<file path="config.mk">
export PLATFORM = sky130hd
export DESIGN_NAME = slave_arbiter
export DESIGN_NICKNAME = d
export VERILOG_FILES = /design/src/rtl/crossbar_pkg.sv /design/src/rtl/rr_pick.sv /design/src/rtl/slave_arbiter.sv
export SDC_FILE = /design/constraint.sdc
export NUM_CORES = 1
export LEC_CHECK = 0
export CAP_MARGIN = 20
export CORE_AREA = 5 5 191 193
export CTS_CLUSTER_DIAMETER = 150
export DETAILED_ROUTE_END_ITERATION = 16
export DIE_AREA = 0 0 196 198
export PLACE_DENSITY = 0.45
export SLEW_MARGIN = 5
export SYNTH_ARGS = -nofsm -noshare
export SYNTH_HDL_FRONTEND = slang
export SYNTH_SLANG_ARGS = --single-unit
export TNS_END_PERCENT = 50
</file>
<file path="constraint.sdc">
create_clock -name clk -period 2.8 [get_ports clk]
set_input_delay 0.42 -clock clk [delete_from_list [all_inputs] [get_ports clk]]
set_output_delay 0.42 -clock clk [all_outputs]
set_load 0.01 [all_outputs]
</file>
<file path="src/rtl/crossbar_pkg.sv">
// Shared types and default sizing for the crossbar arbiter blocks.
// Holds the arbiter state encoding and a helper for index widths.
package crossbar_pkg;

  typedef enum logic {
    IDLE  = 1'b0,
    GRANT = 1'b1
  } arb_state_t;

  localparam int DEF_NUM_MASTERS = 4;
  localparam int DEF_DATA_WIDTH  = 32;
  localparam int DEF_ADDR_WIDTH  = 32;
  localparam int DEF_MAX_BURST   = 4;

  // A master index needs at least one bit, even when there is a single master.
  function automatic int idx_width(input int n);
    return (n > 1) ? $clog2(n) : 1;
  endfunction

endpackage

</file>
<file path="src/rtl/rr_pick.sv">
// Rotating-priority picker: finds the first set request at or after ptr,
// wrapping modulo N. Purely combinational.
module rr_pick #(
  parameter int N  = 4,
  parameter int IW = 2
) (
  input  logic [N-1:0]  req,
  input  logic [IW-1:0] ptr,
  output logic          valid,
  output logic [IW-1:0] index
);

  // Scanning from the farthest offset down lets the nearest requester win last.
  always_comb begin
    int cand;
    cand  = 0;
    valid = 1'b0;
    index = '0;
    for (int i = N - 1; i >= 0; i--) begin
      cand = int'(ptr) + i;
      if (cand >= N) cand = cand - N;
      if (req[cand[IW-1:0]]) begin
        valid = 1'b1;
        index = cand[IW-1:0];
      end
    end
  end

endmodule

</file>
<file path="src/rtl/slave_arbiter.sv">
// Round-robin arbiter sharing one slave port among NUM_MASTERS masters,
// with at most MAX_BURST acknowledged transfers per grant.
module slave_arbiter
  import crossbar_pkg::*;
#(
  parameter int NUM_MASTERS = DEF_NUM_MASTERS,
  parameter int DATA_WIDTH  = DEF_DATA_WIDTH,
  parameter int ADDR_WIDTH  = DEF_ADDR_WIDTH,
  parameter int MAX_BURST   = DEF_MAX_BURST
) (
  input  logic                              clk,
  input  logic                              rst,
  input  logic [NUM_MASTERS-1:0]            m_req,
  input  logic [NUM_MASTERS-1:0]            m_cmd,
  input  logic [NUM_MASTERS*ADDR_WIDTH-1:0] m_addr,
  input  logic [NUM_MASTERS*DATA_WIDTH-1:0] m_wdata,
  output logic [NUM_MASTERS*DATA_WIDTH-1:0] m_rdata,
  output logic [NUM_MASTERS-1:0]            m_ack,
  output logic                              s_cs,
  output logic                              s_cmd,
  output logic [ADDR_WIDTH-1:0]             s_addr,
  output logic [DATA_WIDTH-1:0]             s_wdata,
  input  logic [DATA_WIDTH-1:0]             s_rdata,
  input  logic                              s_ack
);

  localparam int IW = idx_width(NUM_MASTERS);
  localparam int BW = $clog2(MAX_BURST + 1);
  localparam logic [BW-1:0] LAST_BEAT = BW'(MAX_BURST - 1);
  localparam logic [IW-1:0] LAST_IDX  = IW'(NUM_MASTERS - 1);

  arb_state_t    state, next_state;
  logic [IW-1:0] grant_idx, next_grant_idx;
  logic [IW-1:0] ptr, next_ptr, ptr_after_grant;
  logic [BW-1:0] burst_cnt, next_burst_cnt;
  logic          pick_valid;
  logic [IW-1:0] pick_idx;
  logic          gnt_req;
  logic          beat;

  rr_pick #(
    .N  (NUM_MASTERS),
    .IW (IW)
  ) u_pick (
    .req   (m_req),
    .ptr   (ptr),
    .valid (pick_valid),
    .index (pick_idx)
  );

  assign gnt_req         = m_req[grant_idx];
  assign beat            = (state == GRANT) && gnt_req && s_ack;
  assign ptr_after_grant = (grant_idx == LAST_IDX) ? '0 : grant_idx + 1'b1;

  // Slave-side signals come straight from the granted master; nothing is registered.
  always_comb begin
    s_cs    = 1'b0;
    m_ack   = '0;
    m_rdata = '0;
    s_cmd   = m_cmd[grant_idx];
    s_addr  = m_addr[grant_idx*ADDR_WIDTH +: ADDR_WIDTH];
    s_wdata = m_wdata[grant_idx*DATA_WIDTH +: DATA_WIDTH];
    if (state == GRANT) begin
      s_cs                                         = gnt_req;
      m_ack[grant_idx]                             = beat;
      m_rdata[grant_idx*DATA_WIDTH +: DATA_WIDTH]  = s_rdata;
    end
  end

  always_comb begin
    next_state     = state;
    next_grant_idx = grant_idx;
    next_ptr       = ptr;
    next_burst_cnt = burst_cnt;
    case (state)
      IDLE: begin
        if (pick_valid) begin
          next_state     = GRANT;
          next_grant_idx = pick_idx;
          next_burst_cnt = '0;
        end
      end
      GRANT: begin
        // A dropped request ends the grant without touching the slave.
        if (!gnt_req) begin
          next_state = IDLE;
          next_ptr   = ptr_after_grant;
        end else if (beat) begin
          next_burst_cnt = burst_cnt + 1'b1;
          if (burst_cnt == LAST_BEAT) begin
            next_state = IDLE;
            next_ptr   = ptr_after_grant;
          end
        end
      end
      default: next_state = IDLE;
    endcase
  end

  always_ff @(posedge clk or posedge rst) begin
    if (rst) begin
      state     <= IDLE;
      grant_idx <= '0;
      ptr       <= '0;
      burst_cnt <= '0;
    end else begin
      state     <= next_state;
      grant_idx <= next_grant_idx;
      ptr       <= next_ptr;
      burst_cnt <= next_burst_cnt;
    end
  end

endmodule

</file>
==> results of run 1 <==
worst max-delay path, delay by kind of cell:
family,cells,cell delay (ns)
buffers and inverters,2,0.93
muxes,1,0.51
and+or+nand+nor,2,0.47
cell families (layout without fill, tap and decap cells):
group,count (synthesis),in the layout
compound gates,12,12
simple gates,156,156
mux,70,70
buf+inv,35,532
other cells,0,3
xor+xnor,1,1
fa+ha+maj,7,7
flops,8,8
layer usage:
layer | vias to the layer above | wire (µm) | track usage, %
met5 | - | 71 | 0
met2 | 305 | 13800 | 22.4
met1 | 2162 | 10200 | 14.9
met4 | 10 | 294 | 1.06
li1 | 2081 | - | -
met3 | 24 | 2930 | 5.58
path summary, 6_finish.rpt:
| kind | startpoint | end | depth (start not counted) | slack, ns |
|---|---|---|---|---|
| hold / removal | rst | ptr[0] | 2 | 0.45 |
| hold reg to reg | burst_cnt[2] | burst_cnt[2] | 2 | 0.53 |
| min in group clk | burst_cnt[2] | burst_cnt[2] | 2 | 0.53 |
| setup / recovery | m_req[2] | m_ack[1] | 5 | 0.05 |
| max in group asynchronous | rst | grant_idx[1] | 2 | 2.07 |
| setup reg to reg | grant_idx[1] | ptr[1] | 6 | 0.97 |
state kept, by name (all words and copies together), names as in the netlist:
register,cells
burst_cnt,3
state,1
grant_idx,2
ptr,2
per-stage QoR:
| stage | hold WS [ns] | cell area (µm²) | power, mW | TNS, ns | cells |
|---|---|---|---|---|---|
| floorplan | 0.236 | 3030 | 2.22 | 0 | 289 |
| global placement | 0.515 | 8650 | 4.75 | 0 | 1228 |
| detailed placement | 0.526 | 8650 | 4.69 | 0 | 1228 |
| CTS | 0.462 | 8760 | 5.04 | -0.616 | 1233 |
| global route | 0.492 | 9000 | 5.31 | -0.163 | 1241 |
| finish | 0.447 | 9000 | 5.00 | 0 | 1244 |
what timing repair did:
item | in CTS | in global routing
gates resized for setup | 13 | 68
pin swaps | 0 | 0
setup buffers | 0 | 6
gates cloned | 1 | 2
endpoints found under the setup margin | 40 | 135
cell type report:
class / count / area, µm² / share of cell area (%)
timing repair buffer: 521 / 5430 / 60.3
sequential: 8 / 208 / 2.31
multi-input combinational: 246 / 2690 / 29.8
tap: 455 / 569 / 6.32
inverter: 7 / 26.3 / 0.292
antenna: 3 / 7.51 / 0.0834
clock buffer: 4 / 78.8 / 0.875
cells in the final DEF (no fill, tap or decap), types with 3 or more instances in the layout:
master           instances
mux4_2                  66
clkbuf_16                5
dlygate4sd2_1            8
nand3_1                  3
o21ai_0                  3
dfrtp_1                  6
buf_4                   14
clkdlybuf4s50_1        430
ha_1                     6
buf_12                   5
and2_1                 132
dlymetal6s2s_1          53
nand2_1                  9
buf_16                   3
inv_1                    6
diode_2                  3
power groups by stage:
| stage | clock, mW | sequential (mW) | combinational (mW) |
|---|---|---|---|
| 2_1_floorplan | 0 | 0.203 | 2.02 |
| 3_3_place_gp | 0 | 0.229 | 4.52 |
| 3_5_place_dp | 0 | 0.231 | 4.46 |
| 4_1_cts | 0.255 | 0.230 | 4.56 |
| 5_1_grt | 0.267 | 0.242 | 4.80 |
| 6_report | 0.248 | 0.233 | 4.52 |
==> results.md, run 1 <==
* Status: completed
* Register area share after synthesis at roughly 6.6%
* Root Buffer: clkbuf_16
* Detailed placement HPWL at 23.2 mm
* Vias in the first global route at 5072
* Die Span Y at just under 200 µm
* Total vias in the final route at about 4600
* Initial antenna violation count at 8
* Top_reg_cell synth: dfrtp_1
* Critical path startpoint category: primary input
* Worst-Margin Slew at 0.489 ns
* Final period utilization at 98.4%
* Num CTS Buffers at 3
* #FFs+latches synth at 8
* Leak pwr at about 4.2 nW
* Core Box Area at roughly 0.034 mm²
* Synth unique cells at 31
* Max incr delay on CP at 0.51 ns
* Worst Path Max Fanout at 4
* GP Congestion at just over 0.8
* Post-Synth Adder-Cell Area at a little under 3%
* Initial drt markers at about 120
* Layout Utilization at about a quarter
* Net Sw Power at approximately 2.0 mW
* Post-Syn Area at just over 0.003 mm²
* Hold Vio Cnt, Final at 0
* Crit path time final at between 2 and 3 ns
* Clock sink count at 8
* Worst hold path type: primary input to asynchronous set/reset pin
* CTS clock-pin slew for the worst setup and hold paths at about 0.04 ns
* Vias per cell at 3.68
* YS warnings at 0
* Final Skew at between 0.002 and 0.003 ns
* Data arrival, critical path at ~2.3 ns
* Power Density at approximately 550 mW/mm²
* Compound-Gate Fraction of Synth Area at 2.73%
* Post-Synth XOR/XNOR Area at 0.289%
* Die width at 196 µm
* Nature of the critical path endpoint: output port
* Cells after synthesis at ~290
* CTS Hold Buffers Added at 0
* Sequential Power Share at under 10%
* Final WS setup at between 0.04 and 0.05 ns
* Synth area leaders: mux4_2 (49%), and2_1 (27%), dfrtp_1 (6.6%)
* H-tree levels at 1
* DR pass1 iterations at 4
* Drt wl/cell at around 22 µm
* Number of I/O pins at roughly 500
* PortBufs at between 400 and 500
* Sw Share at 40.4%
* CP most frequent cell: clkdlybuf4s50_1
* Setup CP Type: primary input to output port
* Fraction of layout instances using a drive strength above 1 at approximately 14%
* Mapped Nets at 595
* Synth-to-layout area growth at 198%
* CP max-delay cell: mux4_2
* Synth async-reset ratio at 100%
* Clock share of power at ~5.0%
* NumNets Final at 1093
* First-pass GRT wire length at between 30 and 40 mm
* Synth cell count leaders: and2_1 (132), mux4_2 (66), clkbuf_1 (15), buf_2 (11), nand2_1 (9)
* # fillers at approximately 3700
* Starting density of the core at under 10%
* Top-count cell post-synth: and2_1
* Total track usage at between 10% and 20%
* Grt ovf at 0
* Top cell type's share of synthesized area at 49.1%
* Int Pwr at around 3.0 mW
* Maximum VDD drop at 0.475 mV
* Cell Rows at 68
* DRC at 0
* Setup WS pre-CTS at roughly 0.049 ns
* Die ar. at around 0.039 mm²
* F_max at about 0.36 GHz
* Worst skew pair latency at between 0.2 and 0.25 ns
* CP Cell Sequence: clkdlybuf4s50_1, mux4_2, and3_2, and2_1, clkdlybuf4s50_1
* Max Slew Vio Count at 0
* Unrepaired setup endpoints after global routing: yes
* Rel. slew slack at between 60 and 70%
* Final Setup Violations at 0
* Max_cap viols at 0
* CTS Buffer Depth at 2
* WP data required at about 2.4 ns
* Most area-hungry cell type in the Yosys netlist: mux4_2
* Post-synth EDFFs at 0
* Syn_area_per_cell at ~10 µm²
* Mux contribution to synthesized area at between 50% and 60%
* Detail Route Antenna Nets at 0
* Post-synthesis simple-gate area fraction at approximately a third
* Largest family of logic cells by synthesized area: multiplexers
* CTS tree: yes
* Largest net degree at the start of global routing at 68
* Drt total wl at ~27 mm
* Combinational power share at around nine tenths
(Power assumes the default switching activity.)
==> run 2, diff against run 1 <==
--- a/config.mk
+++ b/config.mk
@@ -15,4 +15,4 @@
 export SYNTH_ARGS = -nofsm -noshare
 export SYNTH_HDL_FRONTEND = slang
 export SYNTH_SLANG_ARGS = --single-unit
-export TNS_END_PERCENT = 50
+export TNS_END_PERCENT = 5
==> results.md, run 2 (synthesized netlist as in run 1, its figures left out) <==
* Fraction of layout instances using a drive strength above 1 at 12.7% (was 13.9%)
* Cell Rows at 68 (unchanged)
* Num CTS Buffers at 3 (unchanged)
* CP most frequent cell: clkdlybuf4s50_1 (unchanged)
* CTS Hold Buffers Added at 0 (unchanged)
* Synth-to-layout area growth at 197% (was 198%)
* Crit-path leading delay family: buffers and inverters (unchanged)
* Final std cells w/o fill at 1237 (was 1244)
* Layout Utilization at 26.1% (was 26.2%)
* Data arrival, critical path at 2.33 ns (about the same)
* NumNets Final at 1086 (was 1093)
* Core Box Area at 0.0344 mm² (unchanged)
* H-tree levels at 1 (unchanged)
* Drt total wl at 26.8 mm (was 27.3 mm)
* Clock sink count at 8 (unchanged)
* Placed Area at 0.00865 mm² (unchanged)
* WP data required at 2.38 ns (about the same)
* Fin area at 0.00897 mm² (was 0.00900 mm²)
* Grt ovf at 0 (unchanged)
* Leak pwr at 4.34 nW (was 4.18 nW)
* PortBufs at 496 (unchanged)
* Hold Vio Cnt, Final at 0 (unchanged)
* Drt wl/cell at 21.7 µm (was 22.0 µm)
* DR pass1 iterations at 4 (unchanged)
* # fillers at 3657 (was 3651)
* Worst Path Buf+Inv at 2 (unchanged)
* Status: completed (unchanged)
* CP max-delay cell: mux4_2 (unchanged)
* Worst hold path type: primary input to asynchronous set/reset pin (unchanged)
* Design Power at 4.88 mW (was 5.00 mW)
* Total track usage at 12.6% (was 12.7%)
* Worst Path Max Fanout at 4 (unchanged)
* Power Density at 544 mW/mm² (was 555 mW/mm²)
* Crit path time final at 2.75 ns (about the same)
* Max Slew Vio Count at 0 (unchanged)
* Number of I/O pins at 497 (unchanged)
* Most frequent cells in the layout: clkdlybuf4s50_1 (409), and2_1 (132), dlymetal6s2s_1 (74) (was clkdlybuf4s50_1 (430), and2_1 (132), mux4_2 (66))
* Unrepaired setup endpoints after global routing: yes (unchanged)
* Final Skew at 0.00259 ns (was 0.00261 ns)
* Placed Cells at 1228 (unchanged)
* Initial drt markers at 117 (was 119)
* Hold Slack at 0.447 ns (about the same)
* Commonest non-fill, non-tap cell in the layout: clkdlybuf4s50_1 (unchanged)
* Root Buffer: clkbuf_16 (unchanged)
* CTS Buffer Depth at 2 (unchanged)
* DRC at 0 (unchanged)
* Worst skew pair latency at 0.23 ns (about the same)
* CTS tree: yes (unchanged)
* Max reg flops at 3 (unchanged)
* R2R cell count at 6 (unchanged)
* Total vias in the final route at 4528 (was 4582)
* GP Congestion at 0.827 (unchanged)
* Starting density of the core at 8.80% (unchanged)
* Worst-Margin Slew at 0.489 ns (unchanged)
* Setup TNS at 0 ns (unchanged)
* Detail Route Antenna Nets at 0 (unchanged)
* Die width at 196 µm (unchanged)
* Rel. slew slack at 67.1% (unchanged)
* Setup WS pre-CTS at 0.0492 ns (unchanged)
* Cell depth of the worst setup path at 5 (unchanged)
* Die ar. at 0.0388 mm² (unchanged)
* Detailed placement HPWL at 23.2 mm (unchanged)
* Initial antenna violation count at 8 (unchanged)
* First-pass GRT wire length at 36.5 mm (was 36.7 mm)
* Max incr delay on CP at 0.51 ns (about the same)
* Setup CP Type: primary input to output port (unchanged)
* Top flop regs: burst_cnt: 3 flops, grant_idx: 2 flops, ptr: 2 flops (unchanged)
* Die Span Y at 198 µm (unchanged)
* Nature of the critical path endpoint: output port (unchanged)
* Critical path startpoint category: primary input (unchanged)
* Max_cap viols at 0 (unchanged)
* CTS clock-pin slew for the worst setup and hold paths at 0.04 ns (about the same)
* F_max at 0.363 GHz (about the same)
* Final Setup Violations at 0 (unchanged)
* Vias per cell at 3.66 (was 3.68)
* Final WS setup at 0.0471 ns (was 0.0453 ns)
* Maximum VDD drop at 0.459 mV (was 0.475 mV)
* Final period utilization at 98.3% (was 98.4%)
* Vias in the first global route at 5075 (was 5072)
* Largest net degree at the start of global routing at 68 (unchanged)
* CP Cell Sequence: clkdlybuf4s50_1, mux4_2, and3_2, and2_1, clkdlybuf4s50_1 (unchanged)
* Reg with most FFs: burst_cnt (unchanged)
==> run 2: area by class of cell <==
| class | instances | area, µm² | share of cell area, % |
|---|---|---|---|
| clock buffers | 4 | 78.8 | 0.879 |
| multi-input cells | 246 | 2690 | 29.9 |
| diodes | 3 | 7.51 | 0.0837 |
| flip-flops and latches | 8 | 208 | 2.32 |
| repair buffers | 514 | 5400 | 60.1 |
| well taps | 455 | 569 | 6.35 |
| inverters | 7 | 26.3 | 0.293 |
==> run 2: repair_timing <==
action	CTS	global route
buffers inserted	0	1
gates resized for setup	13	81
cloned	0	1
setup endpoints to repair	40	141
==> run 2: final timing paths <==
check,startpoint,endpoint,slack (ns)
max,m_req[2],m_ack[1],0.05
min,rst,ptr[0],0.45
max in group asynchronous,rst,grant_idx[1],2.07
max reg2reg,grant_idx[1],ptr[1],0.97
min in group clk,burst_cnt[2],burst_cnt[2],0.53
min reg2reg,burst_cnt[2],burst_cnt[2],0.53
==> run 2: power breakdown <==
part           internal [mW]  total [mW]  switching (mW)
registers              0.173       0.233          0.0602
logic                   2.54        4.40            1.86
clock network          0.190       0.248          0.0578
total                   2.90        4.88            1.98
==> run 2: per-layer routing <==
metal	GRT usage (%)	vias up	part of all wire [%]
met5	0	-	0.26
met3	5.60	22	11
li1	-	2065	-
met4	1.06	10	0.92
met2	22.3	305	50
met1	14.7	2126	38
==> run 3, diff against run 2 <==
--- a/config.mk
+++ b/config.mk
@@ -6,11 +6,13 @@
 export NUM_CORES = 1
 export LEC_CHECK = 0
 export CAP_MARGIN = 20
-export CORE_AREA = 5 5 191 193
+export CELL_PAD_IN_SITES_DETAIL_PLACEMENT = 0
+export CELL_PAD_IN_SITES_GLOBAL_PLACEMENT = 1
+export CORE_AREA = 5 5 189 191
 export CTS_CLUSTER_DIAMETER = 150
 export DETAILED_ROUTE_END_ITERATION = 16
-export DIE_AREA = 0 0 196 198
-export PLACE_DENSITY = 0.45
+export DIE_AREA = 0 0 194 196
+export PLACE_DENSITY = 0.65
 export SLEW_MARGIN = 5
 export SYNTH_ARGS = -nofsm -noshare
 export SYNTH_HDL_FRONTEND = slang
==> constraint.sdc (replaced) <==
create_clock -name clk -period 2.8 [get_ports clk]
set_input_delay 0.56 -clock clk [delete_from_list [all_inputs] [get_ports clk]]
set_output_delay 0.56 -clock clk [all_outputs]
set_load 0.01 [all_outputs]
==> results.md, run 3 (synthesized netlist as in run 1, its figures left out) <==
* Hold Vio Cnt, Final at 0 (unchanged)
* Final std cells w/o fill at 1242 (was 1237)
* Failing checks: negative setup slack
* Worst Path Max Fanout at 32 (was 4)
* CTS Buffer Depth at 2 (unchanged)
* Fraction of layout instances using a drive strength above 1 at 13.1% (was 12.7%)
* Crit path time final at 2.99 ns (was 2.75 ns)
* F_max at 0.334 GHz (was 0.363 GHz)
* Most frequent cells in the layout: clkdlybuf4s50_1 (409), and2_1 (132), dlymetal6s2s_1 (76) (was clkdlybuf4s50_1 (409), and2_1 (132), dlymetal6s2s_1 (74))
* Cell Rows at 68 (unchanged)
* Max reg flops at 3 (unchanged)
* Total track usage at 12.8% (was 12.6%)
* Initial antenna violation count at 12 (was 8)
* Grt ovf at 0 (unchanged)
* Post-CTS setup buffers at 0 (unchanged)
* Leak pwr at 4.51 nW (was 4.34 nW)
* Worst-Margin Slew at 0.577 ns (was 0.489 ns)
* Critical path startpoint category: flop (was primary input)
* Initial drt markers at 111 (was 117)
* Core Box Area at 0.0339 mm² (was 0.0344 mm²)
* Vias in the first global route at 4997 (was 5075)
* Status: finished, violations left (was completed)
* Drt wl/cell at 21.4 µm (was 21.7 µm)
* Placed Cells at 1232 (was 1228)
* Rel. slew slack at 61.2% (was 67.1%)
* Design Power at 4.88 mW (about the same)
* Hold path cells at 2
* R2R cell count at 5 (was 6)
* R2R Path Start: grant_idx[1] (unchanged)
* # fillers at 3544 (was 3657)
* PortBufs at 496 (unchanged)
* CTS Hold Buffers Added at 0 (unchanged)
* Nature of the critical path endpoint: output port (unchanged)
* Die Span Y at 196 µm (was 198 µm)
* DR pass1 iterations at 5 (was 4)
* Synth-to-layout area growth at 198% (was 197%)
* Drt total wl at 26.6 mm (was 26.8 mm)
* First-pass GRT wire length at 36.9 mm (was 36.5 mm)
* Clock sink count at 8 (unchanged)
* Largest net degree at the start of global routing at 68 (unchanged)
* Cts repair resizes at 13 (unchanged)
* Vias per cell at 3.71 (was 3.66)
* Final Setup Violations at 70 (was 0)
* Footprint of the multi-input gates at 0.00270 mm² (was 0.00269 mm²)
* Max_cap viols at 0 (unchanged)
* Detailed placement HPWL at 23.0 mm (was 23.2 mm)
* NumNets Final at 1088 (was 1086)
* Power Density at 542 mW/mm² (was 544 mW/mm²)
* HP Start: burst_cnt[2]
* Sequential cell area at 208 µm² (unchanged)
* Die width at 194 µm (was 196 µm)
* Starting density of the core at 8.91% (was 8.80%)
* Hold Slack at 0.535 ns (was 0.447 ns)
* Final Skew at 0.000865 ns (was 0.00259 ns)
* H-tree levels at 1 (unchanged)
* Final period utilization at 107% (was 98.3%)
* Detail Route Antenna Nets at 0 (unchanged)
* Root Buffer: clkbuf_16 (unchanged)
* Num CTS Buffers at 3 (unchanged)
* Worst hold path type: flop to flop (was primary input to asynchronous set/reset pin)
* Data arrival, critical path at 2.43 ns (was 2.33 ns)
* CTS tree: yes (unchanged)
* R2R setup slack at 0.96 ns (was 0.97 ns)
* DRC at 0 (unchanged)
* Total vias in the final route at 4606 (was 4528)
* Commonest non-fill, non-tap cell in the layout: clkdlybuf4s50_1 (unchanged)
* CTS clock-pin slew for the worst setup and hold paths at 0.04 ns (about the same)
* Worst Hold Path EP: burst_cnt[2]
* Setup TNS at -6.78 ns (was 0 ns)
* Worst skew pair latency at 0.23 ns (about the same)
* Reg with most FFs: burst_cnt (unchanged)
* Maximum VDD drop at 0.306 mV (was 0.459 mV)
* Top flop regs: burst_cnt: 3 flops, grant_idx: 2 flops, ptr: 2 flops (unchanged)
* RR Endpoint: ptr[0] (was ptr[1])
* Die ar. at 0.0380 mm² (was 0.0388 mm²)
* Unrepaired setup endpoints after global routing: yes (unchanged)
* WP data required at 2.24 ns (was 2.38 ns)
* GP Congestion at 0.862 (was 0.827)
* Setup CP Type: flop to output port (was primary input to output port)
* Number of I/O pins at 497 (unchanged)
* Max Slew Vio Count at 0 (unchanged)
* Final WS setup at -0.192 ns (was 0.0471 ns)
run 3: changes by cell type in the layout (fill, tap and decap cells not counted), moves of 2 or more:
cell	previous run	this run
dlymetal6s2s_1	74	76
ha_1	6	4
buf_12	5	7
dlygate4sd2_1	12	4
ha_2	1	3
clkdlybuf4s15_1	0	6
diode_2	3	6
buf_4	9	12
run 3: final cells by class:
cell class,count,area share (%)
Inverter,7,0.292
Multi-Input combinational cell,246,29.9
Sequential cell,8,2.31
Tap cell,455,6.32
Clock buffer,4,0.876
Antenna cell,6,0.167
Timing Repair Buffer,516,60.1
run 3: worst max-delay path by stage:
stage / depth (start not counted) / to / startpoint
after CTS: 6 / m_rdata[13] / grant_idx[0]
after global routing: 6 / m_rdata[24] / grant_idx[0]
final: 6 / m_rdata[29] / grant_idx[0]
after detailed placement: 5 / m_ack[2] / m_req[3]
after floorplan: 8 / m_rdata[10] / grant_idx[1]
after global placement: 5 / m_ack[2] / m_req[3]
run 3: worst max-delay path: stages, from the launching register on:
cell and delay (ns):
dfrtp_4 0.49, inv_1 0.13, ha_2 0.32, nor4b_4 0.32
buf_12 0.22, and2_1 0.15, clkdlybuf4s50_1 0.54
run 3: metrics by stage:
| stage | worst slack [ns] | utilization, % | instance area [µm²] |
|---|---|---|---|
| after floorplan | 0.159 | - | 3030 |
| final | -0.192 | 26.5 | 9000 |
| after global routing | -0.276 | 26.5 | 8990 |
| after detailed placement | -0.214 | 25.6 | 8700 |
| after global placement | -0.213 | 25.6 | 8700 |
| after CTS | -0.197 | 25.8 | 8770 |
run 3: routing by layer:
metal	wire length, µm	share of wire [%]	vias up	global-route usage, %
met5	79	0.30	-	0
met4	152	0.57	14	1.09
met3	2770	10	22	5.15
met2	13200	50	281	22.2
met1	10400	39	2210	15.8
li1	-	-	2079	-
run 3: power breakdown:
group          leakage, nW  switching (mW)  internal (mW)
clock network       0.0382          0.0597          0.190
registers           0.0986          0.0563          0.172
logic                 4.37            1.84           2.56
total                 4.51            1.95           2.93
